==> config.mk <==
export PLATFORM = sky130hd
export DESIGN_NAME = p_predict_seq
export DESIGN_NICKNAME = d
export VERILOG_FILES = /design/src/rtl/p_predict_seq_pkg.sv /design/src/rtl/fxp_sat_add.sv /design/src/rtl/p_predict_seq.sv
export SDC_FILE = /design/constraint.sdc
export NUM_CORES = 1
export LEC_CHECK = 0
export BUFFER_PORTS_ARGS = -buffer_cell sky130_fd_sc_hd__buf_2
export CORE_MARGIN = 5
export CORE_UTILIZATION = 58
export DETAILED_ROUTE_END_ITERATION = 8
export PLACE_DENSITY_LB_ADDON = 0.25
export SETUP_SLACK_MARGIN = 0.4
export SLEW_MARGIN = 20
export SYNTH_ARGS = -nofsm -noshare
export SYNTH_HDL_FRONTEND = slang
export SYNTH_SLANG_ARGS = --single-unit
==> constraint.sdc <==
create_clock -name clk -period 11.4 [get_ports clk]
set_clock_uncertainty 0.2 [all_clocks]
set_input_delay 2.28 -clock clk [delete_from_list [all_inputs] [get_ports clk]]
set_output_delay 2.28 -clock clk [all_outputs]
set_load 0.01 [all_outputs]
==> src/rtl/p_predict_seq_pkg.sv <==
// Shared fixed-point format and FSM encoding for the covariance-predict initiator.
package p_predict_seq_pkg;

    localparam int FXP_N    = 16;
    localparam int FXP_FRAC = 10;

    typedef enum logic [1:0] {
        S_IDLE,
        S_REQ,
        S_WAIT,
        S_OUT
    } state_t;

    function automatic logic [FXP_N-1:0] fxp_max();
        return {1'b0, {(FXP_N-1){1'b1}}};
    endfunction

    function automatic logic [FXP_N-1:0] fxp_min();
        return {1'b1, {(FXP_N-1){1'b0}}};
    endfunction

endpackage

==> src/rtl/fxp_sat_add.sv <==
// Combinational N-bit signed saturating adder with overflow flag.
// Zero latency; no flow control.
module fxp_sat_add
    import p_predict_seq_pkg::*;
#(
    parameter int N = FXP_N
) (
    input  logic [N-1:0] a_i,
    input  logic [N-1:0] b_i,
    output logic [N-1:0] y_o,
    output logic         ovf_o
);

    localparam logic [N-1:0] MAXV = {1'b0, {(N-1){1'b1}}};
    localparam logic [N-1:0] MINV = {1'b1, {(N-1){1'b0}}};

    logic [N:0] sum;

    assign sum = {a_i[N-1], a_i} + {b_i[N-1], b_i};

    // Top two bits of the N+1-bit sum disagree only when the result left the N-bit range.
    always_comb begin
        y_o   = sum[N-1:0];
        ovf_o = 1'b0;
        if (sum[N] != sum[N-1]) begin
            ovf_o = 1'b1;
            y_o   = sum[N] ? MINV : MAXV;
        end
    end

endmodule

==> src/rtl/p_predict_seq.sv <==
// Initiator for the Q engine: latches x and P, requests Q, emits sat(P + Q).
// Latency c0+L+2 (c0+2 first sample, c0+TIMEOUT+2 on timeout); in_ready only in IDLE, no queueing.
module p_predict_seq
    import p_predict_seq_pkg::*;
#(
    parameter int N       = FXP_N,
    parameter int FRAC    = FXP_FRAC,
    parameter int TIMEOUT = 15
) (
    input  logic         clk,
    input  logic         rst,
    input  logic         in_valid,
    output logic         in_ready,
    input  logic [N-1:0] x00,
    input  logic [N-1:0] x01,
    input  logic [N-1:0] P11,
    input  logic [N-1:0] P12,
    input  logic [N-1:0] P21,
    input  logic [N-1:0] P22,
    output logic         q_start,
    output logic [N-1:0] q_x00_now,
    output logic [N-1:0] q_x01_now,
    output logic [N-1:0] q_x00_prev,
    output logic [N-1:0] q_x01_prev,
    input  logic         q_done,
    input  logic [N-1:0] Q11,
    input  logic [N-1:0] Q12,
    input  logic [N-1:0] Q21,
    input  logic [N-1:0] Q22,
    output logic         out_valid,
    output logic [N-1:0] Pp11,
    output logic [N-1:0] Pp12,
    output logic [N-1:0] Pp21,
    output logic [N-1:0] Pp22,
    output logic         sat,
    output logic         err
);

    localparam int CW = (TIMEOUT > 1) ? $clog2(TIMEOUT) : 1;

    // FRAC only names the format; the sum is format-agnostic.
    if (FRAC >= N) begin : g_frac_out_of_range
    end

    state_t        state_q, state_d;
    logic [CW-1:0] cnt_q, cnt_d;
    logic [N-1:0]  x00_q, x01_q, prev00_q, prev01_q;
    logic [N-1:0]  p11_q, p12_q, p21_q, p22_q;
    logic [N-1:0]  pp11_q, pp12_q, pp21_q, pp22_q;
    logic          prev_vld_q, err_q, sat_q;
    logic          accept, timeout_hit, take_q;
    logic [N-1:0]  q11_s, q12_s, q21_s, q22_s;
    logic [N-1:0]  s11, s12, s21, s22;
    logic          o11, o12, o21, o22;

    // First sample also passes through REQ (without a pulse) so its output lands at c0+2.
    always_comb begin
        state_d     = state_q;
        cnt_d       = cnt_q;
        in_ready    = 1'b0;
        q_start     = 1'b0;
        out_valid   = 1'b0;
        accept      = 1'b0;
        timeout_hit = 1'b0;
        unique case (state_q)
            S_IDLE: begin
                in_ready = 1'b1;
                if (in_valid) begin
                    accept  = 1'b1;
                    state_d = S_REQ;
                end
            end
            S_REQ: begin
                q_start = prev_vld_q;
                cnt_d   = '0;
                state_d = prev_vld_q ? S_WAIT : S_OUT;
            end
            S_WAIT: begin
                if (q_done) begin
                    state_d = S_OUT;
                end else if (cnt_q == CW'(TIMEOUT - 1)) begin
                    timeout_hit = 1'b1;
                    state_d     = S_OUT;
                end else begin
                    cnt_d = cnt_q + 1'b1;
                end
            end
            S_OUT: begin
                out_valid = 1'b1;
                state_d   = S_IDLE;
            end
            default: state_d = S_IDLE;
        endcase
    end

    // Q is consumed on the very edge it is captured; first sample and timeout see zero.
    assign take_q = (state_q == S_WAIT) && q_done;
    assign q11_s  = take_q ? Q11 : '0;
    assign q12_s  = take_q ? Q12 : '0;
    assign q21_s  = take_q ? Q21 : '0;
    assign q22_s  = take_q ? Q22 : '0;

    fxp_sat_add #(.N(N)) u_add11 (.a_i(p11_q), .b_i(q11_s), .y_o(s11), .ovf_o(o11));
    fxp_sat_add #(.N(N)) u_add12 (.a_i(p12_q), .b_i(q12_s), .y_o(s12), .ovf_o(o12));
    fxp_sat_add #(.N(N)) u_add21 (.a_i(p21_q), .b_i(q21_s), .y_o(s21), .ovf_o(o21));
    fxp_sat_add #(.N(N)) u_add22 (.a_i(p22_q), .b_i(q22_s), .y_o(s22), .ovf_o(o22));

    always_ff @(posedge clk) begin
        if (rst) begin
            state_q    <= S_IDLE;
            cnt_q      <= '0;
            x00_q      <= '0;
            x01_q      <= '0;
            prev00_q   <= '0;
            prev01_q   <= '0;
            prev_vld_q <= 1'b0;
            p11_q      <= '0;
            p12_q      <= '0;
            p21_q      <= '0;
            p22_q      <= '0;
            pp11_q     <= '0;
            pp12_q     <= '0;
            pp21_q     <= '0;
            pp22_q     <= '0;
            sat_q      <= 1'b0;
            err_q      <= 1'b0;
        end else begin
            state_q <= state_d;
            cnt_q   <= cnt_d;
            if (accept) begin
                x00_q <= x00;
                x01_q <= x01;
                p11_q <= P11;
                p12_q <= P12;
                p21_q <= P21;
                p22_q <= P22;
                err_q <= 1'b0;
            end
            if (timeout_hit) begin
                err_q <= 1'b1;
            end
            // OUT is only ever entered from REQ or WAIT, so this is the entry edge.
            if (state_d == S_OUT) begin
                pp11_q <= s11;
                pp12_q <= s12;
                pp21_q <= s21;
                pp22_q <= s22;
                sat_q  <= o11 | o12 | o21 | o22;
            end
            if (state_q == S_OUT) begin
                prev00_q   <= x00_q;
                prev01_q   <= x01_q;
                prev_vld_q <= 1'b1;
            end
        end
    end

    assign q_x00_now  = x00_q;
    assign q_x01_now  = x01_q;
    assign q_x00_prev = prev00_q;
    assign q_x01_prev = prev01_q;
    assign Pp11       = pp11_q;
    assign Pp12       = pp12_q;
    assign Pp21       = pp21_q;
    assign Pp22       = pp22_q;
    assign sat        = sat_q;
    assign err        = err_q;

endmodule

# After elaboration in Yosys (flattened, before gate mapping)
# Cells that the tools add are included.
word_totals:
  register_bits: 201
  input_bits: 164
  out_inout_bits: 133
  wordCells: 75
op_classes:
  add_sub_neg: 5
  n_eq_ne: 11
  n_mux: 34
  bitwise: 3
  reduce_logical: 5
op_table:
  columns: ["op", "n"]
  rows:
  - ["$mux W16", 12]
  - ["$add A16 B16 Y17", 4]
  - ["$mux W1", 15]
  - ["$mux W4", 2]
  - ["$pmux W2 S4", 1]
  - ["$pmux W4 S2", 1]
  - ["$eq A2 B2 Y1 const B", 3]
  - ["$mux W2", 3]
  - ["$add A4 B1 Y4 const B", 1]
  - ["$eq A4 B4 Y1 const B", 1]
  - ["$ne A1 B1 Y1", 4]
  - ["$ne A2 B2 Y1 const B", 2]
  - ["$reduce_bool A2 Y1", 2]
  - ["$or A1 B1 Y1", 3]
  - ["$reduce_and A3 Y1", 1]
  - ["$eq A2 B1 Y1 const B", 1]
  - ["$logic_not A2 Y1", 1]
  - ["$logic_and A1 B1 Y1", 1]

# Longest topological paths before layout
# Gate-level depths: netlist of run 1.
depth:
  ltp_word: 9
  mapped_depth: 17

# Modules after synthesis
# A second synthesis of run 1 with hierarchy kept.
unflattened:
  cells_unflattened: 1469
  area_unflattened_um2: 12336.8
by_module_without_submodules:
  columns: ["mod", "n_inst", "cells_each", "area_per_inst_um2"]
  rows:
  - ["p_predict_seq", 1, 972, 8265.4]
  - ["fxp_sat_add at u_add11 ...", 3, 126, 1041.0]
  - ["fxp_sat_add at u_add22", 1, 119, 948.4]

# Worst setup path before layout of run 1
# OpenSTA, ideal clock, no wires.
synth_timing:
  path_kind: "input to register"
  start: "input port q_done"
  end: "register pp21_q[10] (netlist: Pp21[10])"
  arrival_ps: 4990
  slack_ps: 6125
  path_stages: 14
  path_buffers: 2
  cell_sequence: "clkbuf_1 and3_1 ha_1 inv_1 fa_1 nor2b_1 o21ai_1 a21boi_0 o31ai_1 a21oi_1 a31oi_1 buf_2 maj3_1 a211oi_1"
synth_between:
  elab_chain_cells: 5
synth_lines:
  columns: ["item", "line", "source"]
  rows:
  - ["start: declaration", "p_predict_seq.sv:25", "input logic q_done,"]
  - ["$logic_and A1 B1 Y1", "p_predict_seq.sv:97", "assign take_q = (state_q == S_WAIT) && q_done;"]
  - ["$mux W16", "p_predict_seq.sv:100", "assign q21_s = take_q ? Q21 : '0;"]
  - ["$add A16 B16 Y17", "fxp_sat_add.sv:19", "assign sum = {a_i[N-1], a_i} + {b_i[N-1], b_i};"]
  - ["$mux W16 / $ne A1 B1 Y1 (equally long branches)", "fxp_sat_add.sv:27, fxp_sat_add.sv:25", null]
  - ["$mux W16", "fxp_sat_add.sv:25", "if (sum[N] != sum[N-1]) begin"]
  - ["end signal: assignment", "p_predict_seq.sv:123", "pp21_q <= '0;"]
  - ["end signal: assignment", "p_predict_seq.sv:146", "pp21_q <= s21;"]
  - ["end: declaration", "p_predict_seq.sv:49", "logic [N-1:0] pp11_q, pp12_q, pp21_q, pp22_q;"]
# Several ways; a longest one is shown, not always the timed one.
# A chain may end at the register's enable or synchronous reset.

# Worst setup path after layout of run 1
layout_timing:
  start: "input port q_done"
  end: "register pp11_q[4] (netlist: Pp11[4])"
layout_between:
  elab_chain_cells: 5
layout_lines:
  columns: ["item", "line", "source"]
  rows:
  - ["$logic_and A1 B1 Y1", "p_predict_seq.sv:97", null]
  - ["$mux W16", "p_predict_seq.sv:98", "assign q11_s = take_q ? Q11 : '0;"]
  - ["$add A16 B16 Y17", "fxp_sat_add.sv:19", null]
  - ["$mux W16 / $ne A1 B1 Y1 (equally long branches)", "fxp_sat_add.sv:27, fxp_sat_add.sv:25", null]
  - ["$mux W16", "fxp_sat_add.sv:25", null]
  - ["end signal: assignment", "p_predict_seq.sv:121", "pp11_q <= '0;"]
  - ["end signal: assignment", "p_predict_seq.sv:144", "pp11_q <= s11;"]
  - ["end: declaration", "p_predict_seq.sv:49", null]
# Several ways; a longest one is shown, not always the timed one.

==> impl.org, run 1 <==
** GRT
- Via count of the first global-routing pass :: between 10000 and 15000
- The first global-routing pass estimated 49700 um of wire.
- For this run, the total global-route usage over all layers was measured as 27.0%.
- Number of antenna violations at the first check in global routing :: 8
- Overflow left after global routing :: 0
- Entering global routing, the biggest net connects 129 pins.

** Clock network
- Gates resized during post-CTS repair numbered 0.
- The clock passes through at most 3 buffers.
- CTS root buffer :: clkbuf_16
- TritonCTS buffer count :: 23
- Total clock sinks :: 201
- Clk_lat worst skew :: 520 ps
- After clock tree synthesis, the clock-pin slew on the worst setup and hold paths is 60 ps.
- Buffers added to address setup during post-CTS repair amount to 0.
- Number of hold-repair buffers added at the cts stage :: 0
- CTS tree :: built
- Maximum level of the CTS H-tree :: 1

** Outcome
- Outcome :: completed

** Worst hold path
- The path class of the tightest hold or removal check is reg -> reg.

** Floorplanning
- Starting utilization of the core area :: 58.9%
- Row generation in the floorplan step produced 50 rows.
- The floorplan step defined a die boundary enclosing around 22000 um^2.
- Die height :: 148 um
- In this run the count of I/O pins placed on the die edge is ~300.
- From left edge to right edge, the die measures around 150 um.
- The core region is 18600 um^2.

** Synth
- Yosys attributes the largest share of cell area to dfxtp_1, ha_1, a21oi_1.
- Of all flip-flops after synthesis, the portion carrying an async set or reset was 0%.
- Yosys reg bits :: 201
- The synthesized design contains 0 enable-type register cells.
- Cell area after synthesis :: 11000 um^2
- Summing the sequential cell areas from Yosys gives 36.7% of the chip area.
- Net count after synthesis :: 1628
- Post-Synthesis Mean Instance Area :: 7.90 um^2
- The netlist uses 56 different library cells.
- Synthesis produced between 1000 and 1500 cells.
- Most used flip-flop cell after synthesis :: dfxtp_1
- Of all cell types, the one taking the most synthesized area is dfxtp_1.
- YS warnings :: 0
- Share of the synthesized area in the top cell type :: between 30% and 40%

** Timing
- Slew Limit Fails :: 0
- Share of the cycle needed by the critical path after routing :: 52.5%
- Final sum of negative setup slack :: 0 ps
- Setup violations remaining at the end of the flow were counted as 0.
- Setup repair after global routing missed its margin :: false
- Final Hold Vio Count :: 0
- Worst slew slack as a fraction of its limit :: a little over a quarter
- The smallest clock period supported by the final layout is computed as 5990 ps.
- Achievable clock frequency :: 0.167 GHz
- At the pin with the least slew margin, the transition time is between 1000 and 1500 ps.

** Cells and area
- Relative area change from synthesis to final layout :: 21.6%
- The library cells used most frequently in the layout, excluding fill and tap cells, are buf_2, nand2_1, dfxtp_1, a21oi_1, nor2_1.
- Most common cell after layout, fill and taps aside :: buf_2
- Design area :: between 10000 and 15000 um^2
- Net count, final :: 1870
- Cells with a size suffix above 1 make up 21.9% of the layout.

** Routing
- For this run, design rule violations remaining after detail routing come to 0.
- Before antenna repair, the detailed router went through 5 iterations.
- Final Routed Wirelength :: 30700 um
- Via density per instance :: approximately 5.6
- Number of antenna-violating nets in the routed design :: 0
- Via count of the routed design :: 10606
- Average detailed-routed wire length per instance :: 16.3 um
- Initial DRC Count :: 514

** Critical path
- Slowest library cell on the worst path :: xor2_2
- For this run, the slowest stage of the critical path takes 680 ps.
- Of all nets on the critical path, the largest fanout is 62.
- Kind of critical path :: in -> reg
- Cell with the most instances on the worst path :: o21ai_0
- The signal on the critical path passes through buf_2 -> buf_4 -> and2_1 -> nand2_1 -> inv_1 -> ha_1 -> a21oi_1 -> o21ai_0 -> o22ai_2 -> o211a_1 -> nor2_1 -> a221o_2 -> xor2_2 -> o21ai_0 -> a211oi_1.
- For the worst setup path, the data required time is between 10000 and 15000 ps.
- Startpoint type of the worst setup path :: primary input
- For the worst setup path, the data arrival time is 6220 ps.
- The worst setup path is captured at a flop.

** Placement
- At the end of routability-driven placement, the weighted congestion stood at 0.880.
- Placed wire-length estimate :: 21300 um
- Input/output buffers :: 296
- Cell area after placement :: between 10000 and 15000 um^2

** Pwr
- Power after layout :: roughly 3.1 mW
- Pwr per Cell Area :: 231 nW/um^2
- For this design the static power due to leakage is around 6.2 nW.
- IR analysis of the VDD net gives a maximum drop of 0.176 mV.

** Run
- Across the run, the number of max-cap violations was 0.
==> worst paths after layout <==
| path | start | end | slack, ps | cells after the start |
|---|---|---|---|---|
| setup / recovery | q_done | Pp11[4] | 5410 | 15 |
| hold / removal | p12_q[10] | p12_q[10] | 260 | 2 |
| setup reg to reg | state_q[0] | Pp11[4] | 6500 | 16 |
| hold reg to reg | p12_q[10] | p12_q[10] | 260 | 2 |
==> power by group <==
group          leakage, nW  switching, mW  internal (mW)
clock network        0.391          0.297          0.479
registers             1.64          0.107          0.892
logic                 4.20          0.811          0.493
==> stage by stage <==
step | hold slack (ps) | util, % | setup WS, ps | instances
finish | 259 | 71.6 | 5410 | 1885
floorplan | 239 | - | 6120 | 1390
CTS | 260 | 71.5 | 5510 | 1881
detailed placement | 251 | 67.2 | 4970 | 1841
global route | 273 | 71.6 | 5060 | 1884
global placement | 248 | 67.2 | 5130 | 1841
==> cell usage after synthesis, types with 14 or more instances <==
cell type	instances
ha_1	70
nor2_1	148
nor3_1	26
clkbuf_1	77
xor2_1	14
o21ai_0	51
mux2i_1	32
dfxtp_1	201
and3_1	64
nor2b_1	17
inv_1	33
maj3_1	19
o21a_1	20
a21oi_1	170
nand2_1	226
a211oi_1	62
xnor2_1	36
==> state kept, by name, indices dropped and copies added, names as in the netlist, 2 cells and up <==
name and flops:
q_x00_now 16, q_x00_prev 16, q_x01_prev 16, cnt_q 4, p21_q 16, state_q 2
p12_q 16, Pp11 16, p22_q 16, Pp21 16, Pp12 16, Pp22 16
p11_q 16, q_x01_now 16
==> per-layer routing <==
| layer | global-route usage (%) | part of all wire, % |
|---|---|---|
| met5 | 0 | 0.21 |
| met4 | 9.37 | 3.3 |
| met3 | 6.71 | 7.2 |
| met2 | 44.5 | 46 |
| met1 | 34.7 | 43 |
==> area by class of cell <==
type                    count  area, um^2
multi-input cells        1069        6550
fillers                  1507        5290
flip-flops and latches    201        4020
repair buffers            304        1550
clock buffers              33         673
well taps                 234         293
clock inverters             7         128
inverters                  33         124
diodes                      4        10.0
==> logic make-up (layout without fill, tap and decap cells) <==
kind of cell	after synthesis	in the layout	share of synthesized area, %
flops	201	201	36.7
simple gates	519	519	20.8
compound gates	374	374	20.9
mux	32	32	2.92
fa+ha+maj	93	93	10.4
xor+xnor	51	51	4.14
other cells	0	4	0
buf+inv	120	377	4.18
==> worst max-delay path: cells and delay by family <==
family,cells,cell delay (ps)
AOI/OAI and AO/OA,7,1730
xor gates and xnor gates,1,680
adders and majority gates,1,220
buffers and inverters,3,650
and+or+nand+nor,3,630
(Power assumes the default switching activity.)
==> run 2: changes to the inputs <==
Settings changed: CORE_UTILIZATION 58 to 53.
Clock period 11.4 ns to 5.9 ns, I/O delays scaled along.
==> run 2 against run 1 <==
  * Global-route usage shrank 2.1 points
  * Non-clock buffer count grew 6
  * Highest routed layer unchanged
  * Total power grew 92%
  * Largest cell class unchanged
  * Largest power group unchanged
==> impl.org, run 2 (synthesized netlist as in run 1, its figures left out) <==
** Outcome
- The flow ran to the end, and the final reports show no timing, DRC or antenna violations.

** Floorplanning
- The height of the die was 154 um (+4.3%).
- Total core area :: 20300 um^2 (+8.9%)
- The number of top-level pins is 297 (unchanged).
- The floorplan die area is 23700 um^2 (+8.8%).
- Starting utilization of the core area :: 54.1% (-4.8 points)
- Die Span X :: 154 um (+4.3%)
- Cell row count :: 52 (+4.0%)

** Clock network
- The clock-pin slew reported for the worst setup and hold paths after clock tree synthesis is 60 ps (about the same).
- Total clock sinks :: 201 (unchanged)
- Count of instances resized after the clock tree is built :: 0 (unchanged)
- CTS root buffer :: clkbuf_16
- TritonCTS buffer count :: 23 (unchanged)
- The number of H-tree levels is 1 (unchanged).
- Buffer count from post-CTS setup fixing :: 0 (unchanged)
- Maximum number of buffers from clock root to sink :: 3 (unchanged)
- Clk_lat worst skew :: 510 ps (about the same)
- Number of hold-repair buffers added at the cts stage :: 0 (unchanged)
- CTS tree :: built

** Timing
- The worst slew margin relative to its limit came to 28.8% (+1.7 points).
- The final hold slack came to 259 ps (-0.592 ps).
- Achievable clock frequency :: roughly 0.21 GHz
- The number of setup violations in the final report came to 0 (unchanged).
- The total count of hold-check failures in the final report came to 0 (unchanged).
- The worst path needs 4670 ps of the cycle, external delays included.
- Slew Limit Fails :: 0 (unchanged)
- Final sum of negative setup slack :: 0 ps (unchanged)
- After layout, the worst path uses 79.2% of the clock period.
- Setup repair after global routing left no endpoint under its margin.
- The measured slew at the worst slew-check pin was 1060 ps (-33.7 ps).

** Worst hold path
- Start point of the worst hold path :: p11_q[15]
- The depth of the worst hold-timing path was 2 (unchanged).
- The min-delay analysis places its worst path in the category reg -> reg.

** Critical path
- The worst setup path is launched from a flop.
- First element of the critical path :: state_q[0]
- The startpoint identified for the worst register-to-register timing path is state_q[0].
- The cell count of the worst reg-to-reg path came to 15 (-1).
- Worst-path maximum fanout :: 39 (-37%)
- Kind of critical path :: reg -> reg
- The worst endpoint data arrival time came to 4890 ps (-1330 ps).
- The worst setup path is captured at a flop.
- Data required time at the worst endpoint :: 6120 ps (-5510 ps)

** GRT
- The via count of the first global-routing pass came to 10129 (-0.50%).
- The number of antenna violations at the first check in global routing came to 6 (-2).
- Global-route usage over all layers :: 24.9% (-2.1 points)
- The first-pass GRT wire length is 49900 um (+0.54%).
- Overflow left after global routing :: 0 (unchanged)
- The maximum number of pins on one net before global-route repair came to 98 (-24%).

** Placement
- The count of input and output buffers was 296 (unchanged).
- The final weighted congestion in routability-driven placement came to 0.852 (-3.3%).
- The half-perimeter wire length after detailed placement was 22600 um (+6.0%).

** Routing
- In this run the top signal layer used is met5.
- M1 wire length :: 13700 um (+4.5%)
- The violation count after the first detailed-route iteration came to 560 (+8.9%).
- The post-detailed-route via-to-cell ratio was 5.48 (-2.5%).
- The met3 layer wire length in the routed design came to 2240 um (+0.77%).
- The total number of vias came to 10566 (-0.38%).
- The sum of met2 wire segment lengths after detailed routing came to 14200 um (about the same).
- The final wirelength came to 31100 um (+1.4%).
- Number of antenna-violating nets in the routed design :: 0 (unchanged)
- The mean routed wirelength per cell is 16.2 um (-0.80%).
- The remaining design rule violation count came to 0 (unchanged).
- The number of detailed-route iterations in the first pass was 5 (unchanged).

** Pwr
- The peak ir drop on the vdd network was 0.370 mV (+110%).
- Pwr per Cell Area :: 440 nW/um^2 (+91%)
- Reported leakage power :: 6.25 nW (+0.27%)

** Cells and area
- Leaving out fill and tap cells, the most frequent cell in the layout is buf_2.
- In the layout the commonest cells are buf_2, nand2_1, dfxtp_1, a21oi_1, nor2_1.
- Net count, final :: 1876 (+0.32%)
- Share of post-route cells with drive strength above 1 :: 22.3% (+0.40 points)
- Compared with the post-synthesis result, the final layout area differs by 22.1%.
- The final core utilization came to 66.0% (-5.6 points).

** Run
- Number of max-cap violations :: 0 (unchanged)
run 2: changes by cell type in the layout (fill, tap and decap cells not counted), moves of 2 or more:
| cell | change |
|---|---|
| buf_4 | +6 |
| bufinv_16 | -2 |
| clkbuf_1 | -2 |
| clkbuf_8 | +3 |
run 2: through the flow:
step	area (um^2)	std cells	total power, mW	setup slack, ps
finish	13400	1927	5.90	1230
global route	13400	1927	6.32	767
CTS	13400	1923	5.93	1220
detailed placement	12600	1883	4.47	930
global placement	12600	1883	4.42	1060
floorplan	11000	1390	3.67	1720
run 2: area by class of cell:
cell class,count,area (um^2)
fill,1831,6900
multi-input combinational,1069,6540
sequential,201,4020
timing repair buffer,310,1590
clock buffer,34,707
tap,270,338
inverter,33,124
clock inverter,6,65.1
antenna,4,10.0
run 2: power by group:
| group | internal (mW) | leakage [nW] | switching, mW |
|---|---|---|---|
| logic | 0.962 | 4.22 | 1.55 |
| registers | 1.72 | 1.64 | 0.213 |
| clock network | 0.870 | 0.381 | 0.576 |
run 2: worst paths after layout:
check / endpoint / slack [ps]
setup / recovery: Pp11[13] / 1230
hold / removal: p11_q[15] / 260
hold reg to reg: p11_q[15] / 260
setup reg to reg: Pp11[13] / 1230
run 2: layer usage:
layer / GRT usage (%) / vias to the layer above
met5: 0 / -
met4: 8.12 / 2
met3: 5.48 / 62
met2: 41.0 / 311
met1: 32.7 / 4846
li1: - / 5345
run 2: critical path, cell delays in order (launching register included):
cell      delay (ps)
dfxtp_1          340
inv_1             90
ha_2             590
and2_1           440
nand2_1          160
inv_1             80
ha_1             220
a21oi_1          190
o21ai_0          210
o22ai_2          220
o211a_1          240
nor2_1            60
a221o_2          440
xor2_2           660
o21ai_0          210
a211oi_1         240
==> run 3: changes to the inputs <==
Clock period 5.9 ns to 4.5 ns, I/O delays scaled along.
==> run 3 against run 2 <==
  * First-iteration DRC count decreased by 8.6%
  * Sequential share of layout area decreased by 0.26 points
  * Wire length increased by 1.1%
  * Clock power increased by 25%
  * Count of clock-buffer cells in the layout increased by 1
  * Fmax increased by 20%
  * Design area increased by 0.89%
==> impl.org, run 3 (synthesized netlist as in run 1, its figures left out) <==
** Outcome
- The flow ran to the end, and the final reports show no timing, DRC or antenna violations.

** Floorplanning
- Cell row count :: 52 (unchanged)
- The number of top-level pins is 297 (unchanged).
- The floorplan die area came to 23700 um^2 (unchanged).
- Starting utilization of the core area :: 54.1% (unchanged)
- The x dimension of the die was 154 um (unchanged).
- Total core area :: 20300 um^2 (unchanged)
- The height of the die is 154 um (unchanged).

** Timing
- The worst slew margin relative to its limit was 27.7% (-1.1 points).
- The share of the cycle needed by the critical path after routing came to 86.5% (+7.4 points).
- Final Hold Vio Count :: 0 (unchanged)
- Final sum of negative setup slack :: 0 ps (unchanged)
- Final Hold Slack :: 259 ps (+0.0130 ps)
- Achievable clock frequency :: 0.257 GHz (+20%)
- The worst setup slack after layout was 606 ps (-624 ps).
- Setup repair after global routing missed its margin :: false
- Final-report setup violation count :: 0 (unchanged)
- The final max-slew violation count came to 0 (unchanged).
- Final critical path time including I/O delays and setup :: 3890 ps (-776 ps)
- The measured slew at the worst slew-check pin was 1080 ps (+24.1 ps).

** Pwr
- The share of total power in the clock network came to 23.2% (-1.3 points).
- The fraction of power spent switching nets was 39.8% (+0.050 points).
- The leakage power total came to 6.31 nW (+0.95%).
- The part of the power in registers came to 32.6% (-0.2 points).
- The power density normalized to cell area came to 577 nW/um^2 (+31%).
- Total internal power :: 4.70 mW (+32%)
- The reported net switching power is 3.10 mW (+32%).
- Maximum vdd ir drop :: 0.541 mV (+46%)
- The power share of the combinational group was 44.2% (+1.5 points).

** Worst hold path
- In this run the most critical hold path is launched from p11_q[15].
- Hold Path End :: p11_q[15]
- The depth of the worst hold-timing path came to 2 (unchanged).
- Class of the most critical hold timing path :: reg -> reg

** Critical path
- Among cell families on the critical path, the largest total delay comes from compound AO/OA/AOI/OAI gates.
- The data required time of the critical path is 4710 ps (-1410 ps).
- Arrival @ worst endpoint :: 4100 ps (-790 ps)
- Reg2Reg Setup Slack :: 610 ps (-620 ps)
- Capture instance of the worst register-to-register path :: Pp21[3]
- The stage delay of the slowest cell on the critical path was 440 ps (-220 ps).
- Worst-case reg-to-reg path depth :: 15 (unchanged)
- Slowest library cell on the worst path :: fa_1
- First element of the critical path :: state_q[0]
- The buffer and inverter count on the worst path came to 3 (+1).
- Startpoint type of the worst setup path :: flop
- The critical path is of the reg -> reg type.
- Worst-path maximum fanout :: 13 (-67%)
- The worst setup path is captured at a flop.
- Reg-to-reg critical path startpoint :: state_q[0]
- Traced cell by cell, the critical path runs through inv_1 -> ha_4 -> and2_1 -> buf_4 -> nand2_1 -> fa_1 -> nor2b_1 -> o21ai_1 -> a21boi_0 -> o31ai_2 -> a21oi_2 -> a31oi_2 -> buf_4 -> maj3_1 -> a211oi_1.
- The cell that appears most often on the critical path is buf_4.

** Routing
- Final Routed Wirelength :: 31500 um (+1.1%)
- Iteration count of the initial detailed-routing pass :: 5 (unchanged)
- The violation count after the first detailed-route iteration is 512 (-8.6%).
- Average detailed-routed wire length per instance :: 16.2 um (+0.36%)
- Via density per instance :: 5.47 (-0.33%)
- The number of routed nets with antenna violations came to 0 (unchanged).
- Via count of the routed design :: 10608 (+0.40%)
- The remaining design rule violation count came to 0 (unchanged).

** GRT
- Number of antenna violations at the first check in global routing :: 5 (-1)
- Global-route usage over all layers :: 25.2% (+0.22 points)
- The maximum number of pins on one net before global-route repair is 113 (+15%).
- Overflow left after global routing :: 0 (unchanged)
- The via count of the first global-routing pass is 10299 (+1.7%).
- The first-pass GRT wire length is 50300 um (+0.84%).

** Cells and area
- Commonest non-fill, non-tap cells in the layout :: buf_2, nand2_1, dfxtp_1, a21oi_1, nor2_1
- Most common cell after layout, fill and taps aside :: buf_2
- The final layout net count was 1891 (+0.80%).
- The share of layout cells above drive strength 1 is 22.9% (+0.58 points).
- Relative area change from synthesis to final layout :: 23.2%

** Clock network
- The total CTS buffers is 23 (unchanged).
- Number of hold-repair buffers added at the cts stage :: 0 (unchanged)
- The maximum clock insertion buffer count is 3 (unchanged).
- TritonCTS built the clock tree.
- CTS root buffer :: clkbuf_16
- The clock net sink count came to 201 (unchanged).
- The clock-pin slew reported for the worst setup and hold paths after clock tree synthesis was 60 ps (about the same).
- Clk_lat worst skew :: 520 ps (about the same)
- The number of H-tree levels was 1 (unchanged).

** Placement
- Input/output buffers :: 296 (unchanged)
- The post-place setup slack was 193 ps (-737 ps).
- GPL Wtd Cong :: 0.856 (+0.52%)
- Placed wire-length estimate :: 22700 um (+0.22%)

** Run
- The count of maximum capacitance violations was 0 (unchanged).
-- run 3: cell count changes in the layout (fill, tap and decap cells not counted), sizes merged --
cell and change:
diode -1, clkinvlp -1, buf +15, clkbuf +1
-- run 3: what timing repair did --
item / 4_1_cts / 5_1_grt
gates cloned: 0 / 0
gates resized for setup: 1 / 7
setup endpoints to repair: 9 / 60
endpoints found under the hold margin: 0 / 0
setup buffers: 0 / 1
-- run 3: layout make-up --
cell class,instances,area (um^2)
antenna,3,7.51
clock buffer,35,671
clock inverter,5,53.8
fill,1777,6780
inverter,33,124
multi-input combinational,1069,6560
sequential,201,4020
tap,270,338
timing repair buffer,325,1740
-- run 3: worst min-delay path, cell delays in order (launching register included) --
cell,delay (ps)
dfxtp_1,310
nand2_1,50
a21oi_1,50
-- run 3: worst max-delay path by stage --
stage	endpoint	slack, ps	cells after the start
after floorplan	Pp21[10]	600	14
after global placement	sat	310	15
after detailed placement	Pp12[7]	190	14
after CTS	Pp21[3]	420	15
after global routing	Pp12[2]	420	14
final	Pp21[3]	610	15
-- run 3: through the flow --
step	utilization (%)	cell area, um^2	std cells	power (mW)
after global placement	62.7	12700	1896	5.89
after floorplan	-	11000	1390	4.81
final	66.6	13500	1941	7.80
after CTS	66.3	13500	1936	7.82
after global routing	66.6	13500	1941	8.36
after detailed placement	62.7	12700	1896	5.97
-- run 3: routing by layer --
layer  vias up  routed length, um  GRT usage [%]
met5         -                 27              0
met4         4               1030           8.28
met3        71               2240           5.20
met2       351              14600           42.5
met1      4800              13600           32.2
li1       5382                  -              -
-- run 3: power groups by stage --
stage | Clock [mW] | Sequential [mW] | Combinational [mW]
global placement | 0 | 2.56 | 3.33
finish | 1.81 | 2.54 | 3.45
detailed placement | 0 | 2.57 | 3.39
CTS | 1.85 | 2.54 | 3.43
global route | 1.92 | 2.59 | 3.85
floorplan | 0 | 2.69 | 2.12
